File: src/rtl/struct_s.sv
// Shared rule types for the non-fast-pattern matcher datapath.
package struct_s;
    localparam int RULE_DATA_W   = 16;
    localparam int NF_RED_NUM_IN = 4;

    typedef struct packed {
        logic [RULE_DATA_W-1:0] data;
        logic                   last;
    } rule_nf_t;

    localparam int RULE_NF_W = $bits(rule_nf_t);
endpackage

File: src/rtl/rr_arbiter.sv
// Round-robin arbiter: one-hot grant, search starts just after the last winner.
module rr_arbiter #(
    parameter int DWIDTH = 4
) (
    input  logic              clk,
    input  logic              rst,
    input  logic [DWIDTH-1:0] req,
    output logic [DWIDTH-1:0] gnt
);
    localparam int PW = (DWIDTH > 1) ? $clog2(DWIDTH) : 1;

    logic [PW-1:0] ptr;
    logic [PW-1:0] next_ptr;
    logic          found;

    // Two passes: channels above the pointer first, then wrap to the rest.
    always_comb begin
        gnt      = '0;
        next_ptr = ptr;
        found    = 1'b0;
        for (int j = 0; j < DWIDTH; j++) begin
            if (!found && req[j] && (j > int'(ptr))) begin
                gnt[j]   = 1'b1;
                next_ptr = PW'(j);
                found    = 1'b1;
            end
        end
        for (int j = 0; j < DWIDTH; j++) begin
            if (!found && req[j] && (j <= int'(ptr))) begin
                gnt[j]   = 1'b1;
                next_ptr = PW'(j);
                found    = 1'b1;
            end
        end
    end

    always_ff @(posedge clk) begin
        if (rst)
            ptr <= PW'(DWIDTH - 1);
        else if (found)
            ptr <= next_ptr;
    end
endmodule

File: src/rtl/unified_fifo.sv
// Single-clock show-ahead FIFO with optional almost-full flag.
module unified_fifo #(
    parameter int WIDTH             = 17,
    parameter int DEPTH             = 32,
    parameter int USE_ALMOST_FULL   = 1,
    parameter int ALMOST_FULL_LEVEL = 20
) (
    input  logic             clk,
    input  logic             rst,
    input  logic             wr_en,
    input  logic [WIDTH-1:0] wr_data,
    input  logic             rd_en,
    output logic [WIDTH-1:0] rd_data,
    output logic             empty,
    output logic             almost_full
);
    localparam int AW = $clog2(DEPTH);

    logic [WIDTH-1:0] mem [DEPTH];
    logic [AW-1:0]    wr_ptr;
    logic [AW-1:0]    rd_ptr;
    logic [AW:0]      count;
    logic             full;
    logic             do_wr;
    logic             do_rd;

    assign empty       = (count == '0);
    assign full        = (count == (AW+1)'(DEPTH));
    assign almost_full = (USE_ALMOST_FULL != 0) && (count >= (AW+1)'(ALMOST_FULL_LEVEL));
    assign do_wr       = wr_en && !full;
    assign do_rd       = rd_en && !empty;
    assign rd_data     = empty ? '0 : mem[rd_ptr];

    always_ff @(posedge clk) begin
        if (do_wr)
            mem[wr_ptr] <= wr_data;
    end

    always_ff @(posedge clk) begin
        if (rst) begin
            wr_ptr <= '0;
            rd_ptr <= '0;
            count  <= '0;
        end else begin
            if (do_wr)
                wr_ptr <= (wr_ptr == AW'(DEPTH - 1)) ? '0 : wr_ptr + 1'b1;
            if (do_rd)
                rd_ptr <= (rd_ptr == AW'(DEPTH - 1)) ? '0 : rd_ptr + 1'b1;
            case ({do_wr, do_rd})
                2'b10:   count <= count + 1'b1;
                2'b01:   count <= count - 1'b1;
                default: count <= count;
            endcase
        end
    end
endmodule

File: src/rtl/nf_reduction_nt1.sv
// N-to-1 rule reduction: per-channel dedup cache, same-cycle merge, and a
// single end-of-packet "last" once every channel presents last.
module nf_reduction_nt1 import struct_s::*; #(
    parameter int NUM_IN     = NF_RED_NUM_IN,
    parameter int FIFO_DEPTH = 32,
    parameter int FULL_LEVEL = 20,
    parameter int CNT_W      = 32
) (
    input  logic                  clk,
    input  logic                  rst,
    input  rule_nf_t [NUM_IN-1:0] in_data,
    input  logic [NUM_IN-1:0]     in_valid,
    output logic [NUM_IN-1:0]     in_ready,
    output rule_nf_t              out_data,
    output logic                  out_valid,
    input  logic                  out_ready,
    output logic [CNT_W-1:0]      stat_dup_cnt,
    output logic [CNT_W-1:0]      stat_out_cnt
);
    localparam int IW = $clog2(NUM_IN + 1);

    logic [NUM_IN-1:0]      act, last_v, hit, req, gnt, merge;
    logic [RULE_DATA_W-1:0] cache [NUM_IN];
    logic                   cache_v [NUM_IN];
    logic [RULE_DATA_W-1:0] gnt_data;
    logic                   almost_full, fifo_empty;
    logic                   sync, sync_pop, any_gnt, enq_fire;
    logic                   enq_v;
    rule_nf_t               enq_data;
    logic [RULE_NF_W-1:0]   fifo_rd;
    logic [IW-1:0]          dup_inc;
    logic [CNT_W:0]         dup_sum, out_sum;

    assign sync     = &last_v;
    assign sync_pop = sync && !almost_full;
    assign any_gnt  = |gnt;
    assign enq_fire = sync_pop || any_gnt;

    for (genvar i = 0; i < NUM_IN; i++) begin : g_ch
        assign act[i]    = in_valid[i] && !in_data[i].last;
        assign last_v[i] = in_valid[i] && in_data[i].last;
        assign hit[i]    = act[i] && cache_v[i] && (in_data[i].data == cache[i]);
        assign req[i]    = act[i] && !hit[i] && !almost_full;
        assign merge[i]  = req[i] && any_gnt && (in_data[i].data == gnt_data);

        // Last rules never touch the cache; a completed packet invalidates it.
        always_ff @(posedge clk) begin
            if (rst) begin
                cache_v[i] <= 1'b0;
                cache[i]   <= '0;
            end else if (sync_pop) begin
                cache_v[i] <= 1'b0;
            end else if (merge[i]) begin
                cache_v[i] <= 1'b1;
                cache[i]   <= in_data[i].data;
            end
        end
    end

    rr_arbiter #(.DWIDTH(NUM_IN)) u_arb (
        .clk (clk),
        .rst (rst),
        .req (req),
        .gnt (gnt)
    );

    always_comb begin
        gnt_data = '0;
        for (int j = 0; j < NUM_IN; j++)
            if (gnt[j])
                gnt_data = gnt_data | in_data[j].data;
    end

    // Channels holding last stay unpopped until everyone is at last.
    assign in_ready = sync ? {NUM_IN{!almost_full}} : (hit | merge);

    // merge includes the granted channel itself, which is not a duplicate.
    assign dup_inc = IW'($countones(hit)) + IW'($countones(merge)) - IW'(any_gnt);
    assign dup_sum = {1'b0, stat_dup_cnt} + {{(CNT_W + 1 - IW){1'b0}}, dup_inc};
    assign out_sum = {1'b0, stat_out_cnt} + 1'b1;

    always_ff @(posedge clk) begin
        if (rst) begin
            enq_v        <= 1'b0;
            enq_data     <= '0;
            stat_dup_cnt <= '0;
            stat_out_cnt <= '0;
        end else begin
            enq_v <= enq_fire;
            if (sync_pop)
                enq_data <= in_data[0];
            else if (any_gnt)
                enq_data <= rule_nf_t'{data: gnt_data, last: 1'b0};
            stat_dup_cnt <= dup_sum[CNT_W] ? '1 : dup_sum[CNT_W-1:0];
            if (enq_fire)
                stat_out_cnt <= out_sum[CNT_W] ? '1 : out_sum[CNT_W-1:0];
        end
    end

    unified_fifo #(
        .WIDTH             (RULE_NF_W),
        .DEPTH             (FIFO_DEPTH),
        .USE_ALMOST_FULL   (1),
        .ALMOST_FULL_LEVEL (FULL_LEVEL)
    ) u_fifo (
        .clk         (clk),
        .rst         (rst),
        .wr_en       (enq_v),
        .wr_data     (enq_data),
        .rd_en       (out_ready),
        .rd_data     (fifo_rd),
        .empty       (fifo_empty),
        .almost_full (almost_full)
    );

    assign out_valid = !fifo_empty;
    assign out_data  = fifo_rd;
endmodule

File: config.mk
export PLATFORM = sky130hd
export DESIGN_NAME = nf_reduction_nt1
export DESIGN_NICKNAME = d
export VERILOG_FILES = /design/src/rtl/struct_s.sv /design/src/rtl/rr_arbiter.sv /design/src/rtl/unified_fifo.sv /design/src/rtl/nf_reduction_nt1.sv
export SDC_FILE = /design/constraint.sdc
export NUM_CORES = 1
export LEC_CHECK = 0
export ABC_AREA = 1
export CORE_AREA = 3 3 349 179
export DETAILED_ROUTE_END_ITERATION = 7
export DIE_AREA = 0 0 352 182
export PLACE_DENSITY = 0.75
export SLEW_MARGIN = 25
export SYNTH_ARGS = -nofsm -noshare
export SYNTH_HDL_FRONTEND = slang
export SYNTH_SLANG_ARGS = --single-unit
export TNS_END_PERCENT = 50
File: constraint.sdc
create_clock -name clk -period 7.65 [get_ports clk]
set_input_delay 1.53 -clock clk [delete_from_list [all_inputs] [get_ports clk]]
set_output_delay 1.53 -clock clk [all_outputs]
set_load 0.05 [all_outputs]
=== Yosys cells after proc, flatten, opt, wreduce, memory -nomap -nowiden ===
Memory sizes are Yosys's and may differ from the RTL's. A register that Yosys moved wholly into a read port is not among the register bits.
Cells that the tools add are included.
Widths: inputs -> output; s select.

* Register bits after elaboration: 100
* Latch bits: 0
* Memory bits (writable): 612
* Bits in read-only memories: 0
* Input port bits: 75
* Output and inout bits: 86
* Logic and storage cells: 204
* Memories: 3

{| class="wikitable"
|+ Memories
! name !! depth !! bits a word !! rd ports !! clocked after Yosys merged registers in !! wr ports !! line !! RTL
|-
| u_fifo.mem || 32 || 17 || 1 || 1 || 1 || unified_fifo.sv:19 || <nowiki>logic [WIDTH-1:0] mem [DEPTH];</nowiki>
|-
| cache || 4 || 16 || 4 || 0 || 4 || nf_reduction_nt1.sv:23 || <nowiki>logic [RULE_DATA_W-1:0] cache [NUM_IN];</nowiki>
|-
| cache_v || 4 || 1 || 4 || 0 || 4 || nf_reduction_nt1.sv:24 || <nowiki>logic cache_v [NUM_IN];</nowiki>
|}

* Add/sub/neg operators: 14
* $mul: 0
* Div/mod/pow operators: 0
* $lt $le $gt $ge: 7
* Eq/ne operators: 13
* Shift-type cells: 0
* Muxes and demuxes: 70
* Bitwise gates (word level): 16
* Reduce and logical (&&, ||, !) cells: 72

{| class="wikitable"
|+ Operators by type and width
! cell !! number
|-
| $eq 16x16->1 || 8
|-
| $mux 16 || 8
|-
| $mux 32 || 2
|-
| $mux 17 || 3
|-
| $or 16x16->16 || 3
|-
| $logic_and 1x1->1 || 47
|-
| $mux 1 || 44
|-
| $add 32x1->33 const B || 1
|-
| $add 32x3->33 || 1
|-
| $mux 5 || 4
|-
| $logic_not 1->1 || 17
|-
| $mux 2 || 7
|-
| $or 1x1->1 || 12
|-
| $pmux 6 s2 || 1
|-
| $add 5x1->5 const B || 2
|-
| $eq 5x5->1 const B || 2
|-
| $add 1x1->2 || 4
|-
| $reduce_bool 7->1 || 1
|-
| $add 2x2->3 || 2
|-
| $add 6x1->6 const B || 1
|-
| $eq 6x6->1 const B || 1
|-
| $ge 6x5->1 const B || 1
|-
| $logic_not 6->1 || 1
|-
| $sub 6x1->6 const B || 1
|-
| 15 further kinds || 18
|}

=== Longest topological paths before layout ===
* Depth after elaboration: 41
* Mapped depth: 53
* Gate-level depth less buffers: 52

=== Modules after synthesis ===
A second synthesis with hierarchy kept.

* Cells, all modules: 3368
* Area total of the unflattened synthesis: 33352.0 um^2

{| class="wikitable"
|+ By module, submodules not included
! module !! instances !! cells each !! area an instance (um^2) !! seq. area each (um^2)
|-
| unified_fifo || 1 || 1695 || 22484.1 || 16756.1
|-
| nf_reduction_nt1 || 1 || 1634 || 10630.2 || 3683.5
|-
| rr_arbiter || 1 || 39 || 237.7 || 40.0
|}

=== Worst setup path after synthesis ===
OpenSTA, ideal clock, no wires.

* Kind: input to register
* From: in in_data[46] (netlist name)
* To: reg stat_dup_cnt[3]
* Library setup time: 70 ps
* Arrival time: 8334 ps
* Required time: 7580 ps
* Setup slack: -754 ps
* Stages on the path: 49
* Buffers on the path: 2
* Cell sequence: inv_1 > nand2_1 > nand2_1 > nor2_1 > nand2_1 > nor2_2 > nand3_2 > nand3_4 > nand3_4 > nor2_4 > nand4_2 > nand2_4 > buf_6 > nand2_1 > nand2_2 > nand2_1 > nand2_1 > nand3_1 > [... 13 more ...] > inv_1 > or2_1 > nand2_1 > nand4_1 > nor2_2 > nand4_2 > nor3_2 > nand2_1 > nor2_1 > nand3_1 > nor2_2 > nand2_2 > nor2_2 > inv_2 > nor2_4 > inv_4 > buf_6 > a21oi_1

* Word-level cells in the longest chain between the ends: 36
* Elaborated cells on any way between the ends: 61
* Those cells by class: add/sub: 8; eq/ne: 5; mux: 16; bitwise: 3; reduce/logical: 29

{| class="wikitable"
|+ RTL lines
! element !! line !! RTL
|-
| start: declaration || nf_reduction_nt1.sv:11 || <nowiki>input rule_nf_t [NUM_IN-1:0] in_data,</nowiki>
|-
| $eq 16x16->1 || nf_reduction_nt1.sv:42 || <nowiki>assign hit[i] = act[i] && cache_v[i] && (in_data[i].data == cache[i]);</nowiki>
|-
| $logic_and 1x1->1 || nf_reduction_nt1.sv:42 ||
|-
| $logic_not 1->1 || nf_reduction_nt1.sv:43 || <nowiki>assign req[i] = act[i] && !hit[i] && !almost_full;</nowiki>
|-
| $logic_and 1x1->1 (2 in a row) || nf_reduction_nt1.sv:43 ||
|-
| $logic_and 1x1->1 (2 in a row) || rr_arbiter.sv:22 || <nowiki>if (!found && req[j] && (j > int'(ptr))) begin</nowiki>
|-
| $mux 1 || rr_arbiter.sv:22 ||
|-
| $logic_not 1->1 || rr_arbiter.sv:22 ||
|-
| $logic_and 1x1->1 (2 in a row) || rr_arbiter.sv:22 ||
|-
| [... 17 more ...] || n/a ||
|-
| $eq 16x16->1 or $logic_and 1x1->1 (tied branches) || nf_reduction_nt1.sv:44 || <nowiki>assign merge[i] = req[i] && any_gnt && (in_data[i].data == gnt_data);</nowiki>
|-
| $logic_and 1x1->1 || nf_reduction_nt1.sv:44 ||
|-
| $add 1x1->2 (implied by the code) || nf_reduction_nt1.sv:78 || <nowiki>assign dup_inc = IW'($countones(hit)) + IW'($countones(merge)) - IW'(any_gnt);</nowiki>
|-
| $add 2x2->3 (implied by the code) || nf_reduction_nt1.sv:78 ||
|-
| $add 3x3->3 || nf_reduction_nt1.sv:78 ||
|-
| $sub 3x1->3 (*) || nf_reduction_nt1.sv:78 ||
|-
| $add 32x3->33 (*) || nf_reduction_nt1.sv:79 || <nowiki>assign dup_sum = {1'b0, stat_dup_cnt} + {{(CNT_W + 1 - IW){1'b0}}, dup_inc};</nowiki>
|-
| $mux 32 (*) || nf_reduction_nt1.sv:94 || <nowiki>stat_dup_cnt <= dup_sum[CNT_W] ? '1 : dup_sum[CNT_W-1:0];</nowiki>
|-
| end signal: assignment || nf_reduction_nt1.sv:94 ||
|-
| end: declaration || nf_reduction_nt1.sv:17 || <nowiki>output logic [CNT_W-1:0] stat_dup_cnt,</nowiki>
|}

Every way passes the cells marked *; elsewhere a longest branch is shown, timed or not.
A chain may end at the register's enable or synchronous reset.

=== Final worst setup path ===
* From: in in_data[45] (netlist name)
* To: reg stat_dup_cnt[6]

The elaborated chain is that of the path after synthesis.

==> results.md <==
- Result of the run: complete, but fails checks
- Violations in the final reports: negative setup slack
- Leakage power summed over all cells: 0.0152 uW
- Pins Over Slew Limit: 0
- Routability Congestion: 0.962
- Worst ir drop on vdd: 0.250 mV
- Post-synthesis average cell area: 10.9 sq um
- Pwr Density: 285 nW/um^2
- Worst setup path startpoint: in_data[45]
- TritonCTS buffer count: 60
- CTS Sinks: 717
- TritonCTS clock tree: done
- Number of port buffers: 160
- Number of antenna violations at the first check in global routing: 2
- Final standard cell utilization of the core: 0.683
- YS warnings: 0
- Combined area of all synthesized cells: 32,500 sq um
- Global-route usage over all layers: 0.282
- Post-route minimum period: 8540 ps
- Transition time of the tightest slew-check pin: 1060 ps
- Die area: 64,100 sq um
- Unique cell type count in the Yosys netlist: 56
- Dominant synthesized flop cell: sky130_fd_sc_hd__edfxtp_1
- Endpoint of the lowest-slack register-to-register path: stat_dup_cnt[6]$_SDFF_PP0_
- Detailed-route vias per instance: 5.78
- Switching Power: 4070 uW
- Vias: 25.3k
- Startpoint of the worst register-to-register path: cache[2][7]$_SDFFCE_PN0P_
- Clock latency at the later pin of the worst-skew pair: 650 ps
- Cell count after synthesis: 2,993
- Synthesized netlist net count: 3,093
- Final Hold Violating Endpoints: 0
- Fraction of synthesized cell area taken by the top area cell type: 0.565
- Post-CTS Hold Fix Bufs: 0
- Portion of the clock cycle consumed by the worst path in the final layout: 1.12
- Nature of the critical path endpoint: flip-flop
- Slowest stage delay, CP: 540 ps
- Hold WS: 476 ps
- Clock input transition at the sequential cells of the worst setup and hold paths: 70 ps
- Number of maximum-capacitance constraint violations: 0
- Cell types with the largest area share after synthesis: sky130_fd_sc_hd__edfxtp_1 (56%), sky130_fd_sc_hd__dfxtp_1 (6.5%), sky130_fd_sc_hd__nor2_1 (5.1%)
- Switching share of total power: 0.353
- DIE WIDTH: 352 um
- Number of non-filler instances in the completed layout: 4,374
- Wire length of the first global-routing pass: 140,000 um
- Root buffer cell: sky130_fd_sc_hd__clkbuf_16
- Unrepaired setup endpoints after global routing: yes
- Boundary Pins: 161
- WL/cell: 21.3 um
- Combinational share of power: 0.321
- Worst-case register-to-register setup slack: -230 ps
- Cell total after placement: 4,168
- Slowest CP cell: sky130_fd_sc_hd__fa_1
- Proportion of power drawn by the clock network: 0.259
- Layout Area Growth over Synthesis: 24.3%
- Kind of launch point of the worst setup path: input pin
- Setup tns final: -21,340 ps
- Number of placement rows: 63
- Post-synthesis async set-or-reset flop share: 0
- Number of storage elements in the synthesis netlist: 717
- DP Wirelength: 58,800 um
- Cell internal power dissipation: 7450 uW
- Highest fanout seen on the critical path: 5
- Setup CP Type: in -> reg
- Largest net degree at the start of global routing: 129
- Maximum frequency from static timing analysis: 117 MHz
- DRT Wirelength: 93,200 um
- Cell type with the highest aggregate area in the netlist: sky130_fd_sc_hd__edfxtp_1
- DIE HEIGHT: 182 um
- Starting Density: 0.550
- Via count of the first global-routing pass: 24.2k
- H-tree Lvls: 2
- Hold Crit Class: reg -> reg
- Initial DRC count: 3,332
- Worst slack at placement: -1890 ps
- Final Setup Violations: 32
- EDFF count, synth: 612
- Worst Reg-to-Reg Cells: 50
- Final global-route overflow total: 0
- Drt first pass iters: 8
- Relative slew margins: 0.290
- Core area: 59,200 sq um
- Residual DRC count: 0
- Share of post-route cells with drive strength above 1: 0.253
- Clock tree buffer depth: 3
- Antenna Nets Post-Route: 0
- Relative contribution of sequential cells to total power: 0.419
- Worst path required time: 8130 ps
- Worst-case clock skew: 28.8 ps
- Critical path capture point: stat_dup_cnt[6]$_SDFF_PP0_
- Share of synthesized area occupied by flip-flops and latches: 0.629
- Data arrival time of the worst path: 9010 ps
- Setup slack after layout: -886 ps
- Most frequent cell on the critical path: sky130_fd_sc_hd__buf_4
- Net count reported at finish: 3,612
through the flow:
step | cell area, sq um | power, uW
4_1_cts | 40000 | 11400
2_1_floorplan | 32700 | 6980
6_report | 40500 | 11500
5_1_grt | 40500 | 12000
3_5_place_dp | 37300 | 8350
3_3_place_gp | 37300 | 8270
area by class of cell:
class | count | area (sq um)
fill | 4205 | 18700
tap | 812 | 1020
sequential | 717 | 20500
clock inverter | 39 | 317
clock buffer | 71 | 1560
timing repair buffer | 593 | 4820
inverter | 239 | 922
antenna | 2 | 5.00
multi-input combinational | 1901 | 11300
power groups by stage:
stage / clock network [uW] / logic (uW) / registers, uW
5_1_grt: 3160 / 3950 / 4850
6_report: 2990 / 3710 / 4830
2_1_floorplan: 0 / 2040 / 4940
3_5_place_dp: 0 / 3440 / 4910
4_1_cts: 3000 / 3550 / 4830
3_3_place_gp: 0 / 3370 / 4900
timing repair:
action	in CTS	in global routing
buffers inserted	67	29
resized for setup	271	164
setup endpoints to repair	32	32
pin swaps	65	95
gates cloned	2	0
registers in the layout, summed over array words and instances, names as in the netlist, named ones only:
name / count
cache_v: 4
enq_v: 1
u_fifo.mem: 544
u_fifo.wr_ptr: 5
enq_data: 17
cache: 64
stat_dup_cnt: 32
u_arb.ptr: 2
stat_out_cnt: 32
u_fifo.rd_ptr: 5
u_fifo.count: 6
kinds of logic (layout without fill, tap and decap cells):
family,Yosys count,in the layout,synth area share
flops,717,717,0.629
xor+xnor,68,68,0.0183
compound gates,516,516,0.102
simple gates,1206,1206,0.166
other cells,0,2,0
buf+inv,375,942,0.0470
mux,86,86,0.0264
fa+ha+maj,25,25,0.0112
cell usage in the layout, fill, tap and decap left out, types with 19 or more instances in the layout:
cell | Yosys | final
sky130_fd_sc_hd__a21oi_1 | 93 | 89
sky130_fd_sc_hd__a31oi_1 | 23 | 23
sky130_fd_sc_hd__buf_4 | 3 | 430
sky130_fd_sc_hd__clkbuf_16 | 0 | 62
sky130_fd_sc_hd__clkdlybuf4s50_1 | 0 | 83
sky130_fd_sc_hd__dfxtp_1 | 105 | 98
sky130_fd_sc_hd__edfxtp_1 | 612 | 612
sky130_fd_sc_hd__inv_1 | 194 | 175
sky130_fd_sc_hd__inv_2 | 40 | 54
sky130_fd_sc_hd__mux2i_1 | 86 | 86
sky130_fd_sc_hd__nand2_1 | 436 | 382
sky130_fd_sc_hd__nand2_2 | 15 | 58
sky130_fd_sc_hd__nand3_1 | 156 | 136
sky130_fd_sc_hd__nand3_2 | 7 | 19
sky130_fd_sc_hd__nor2_1 | 446 | 408
sky130_fd_sc_hd__nor2_2 | 35 | 55
sky130_fd_sc_hd__nor2_4 | 27 | 45
sky130_fd_sc_hd__nor3_1 | 31 | 27
sky130_fd_sc_hd__o211ai_1 | 33 | 33
sky130_fd_sc_hd__o21ai_0 | 177 | 164
sky130_fd_sc_hd__o21ai_1 | 10 | 22
sky130_fd_sc_hd__o221ai_1 | 96 | 96
sky130_fd_sc_hd__o32ai_1 | 40 | 40
sky130_fd_sc_hd__xnor2_1 | 31 | 20
sky130_fd_sc_hd__xor2_1 | 37 | 37
critical path: cells and delay by family:
kind / cells / cell delay, ps
AOI/OAI and AO/OA: 2 / 150
xor gates and xnor gates: 3 / 450
and+or+nand+nor: 19 / 2100
buffers and inverters: 22 / 2490
adders and majority gates: 6 / 2310
worst min-delay path by stage:
stage | startpoint | endpoint | depth (start not counted)
3_3_place_gp | enq_data[9]$_SDFFE_PP0P_ | enq_data[9]$_SDFFE_PP0P_ | 2
3_5_place_dp | enq_data[5]$_SDFFE_PP0P_ | enq_data[5]$_SDFFE_PP0P_ | 2
2_1_floorplan | u_fifo.count[0]$_SDFFE_PP0P_ | u_fifo.count[0]$_SDFFE_PP0P_ | 1
5_1_grt | enq_data[9]$_SDFFE_PP0P_ | enq_data[9]$_SDFFE_PP0P_ | 2
6_report | enq_data[12]$_SDFFE_PP0P_ | enq_data[12]$_SDFFE_PP0P_ | 2
4_1_cts | enq_data[12]$_SDFFE_PP0P_ | enq_data[12]$_SDFFE_PP0P_ | 2
routing by layer:
layer  share of wire  up-vias  GRT usage  routed length [um]
met5               0        -          0                   0
met4           0.042        0      0.107                3910
met3           0.088      220     0.0436                8200
met2            0.46     1272      0.459               43200
met1            0.41    12100      0.384               37900
li1                -    11600          -                   -
cell usage after synthesis (9+ instances only):
master	number
sky130_fd_sc_hd__buf_6	10
sky130_fd_sc_hd__nand2_2	15
sky130_fd_sc_hd__xnor2_1	31
sky130_fd_sc_hd__nor2_4	27
sky130_fd_sc_hd__edfxtp_1	612
sky130_fd_sc_hd__nor3_1	31
sky130_fd_sc_hd__nand3_1	156
sky130_fd_sc_hd__nor2_2	35
sky130_fd_sc_hd__nand4_1	13
sky130_fd_sc_hd__o32ai_1	40
sky130_fd_sc_hd__a21oi_1	93
sky130_fd_sc_hd__clkbuf_1	98
sky130_fd_sc_hd__xor2_1	37
sky130_fd_sc_hd__dfxtp_1	105
sky130_fd_sc_hd__buf_1	20
sky130_fd_sc_hd__o221ai_1	96
sky130_fd_sc_hd__nor4_1	9
sky130_fd_sc_hd__inv_2	40
sky130_fd_sc_hd__o31ai_1	14
sky130_fd_sc_hd__ha_1	18
sky130_fd_sc_hd__inv_1	194
sky130_fd_sc_hd__mux2i_1	86
sky130_fd_sc_hd__nor2_1	446
sky130_fd_sc_hd__o211ai_1	33
sky130_fd_sc_hd__o21ai_1	10
sky130_fd_sc_hd__a31oi_1	23
sky130_fd_sc_hd__a21oi_2	11
sky130_fd_sc_hd__o21ai_0	177
sky130_fd_sc_hd__nand2_1	436
(Power assumes the default switching activity.)
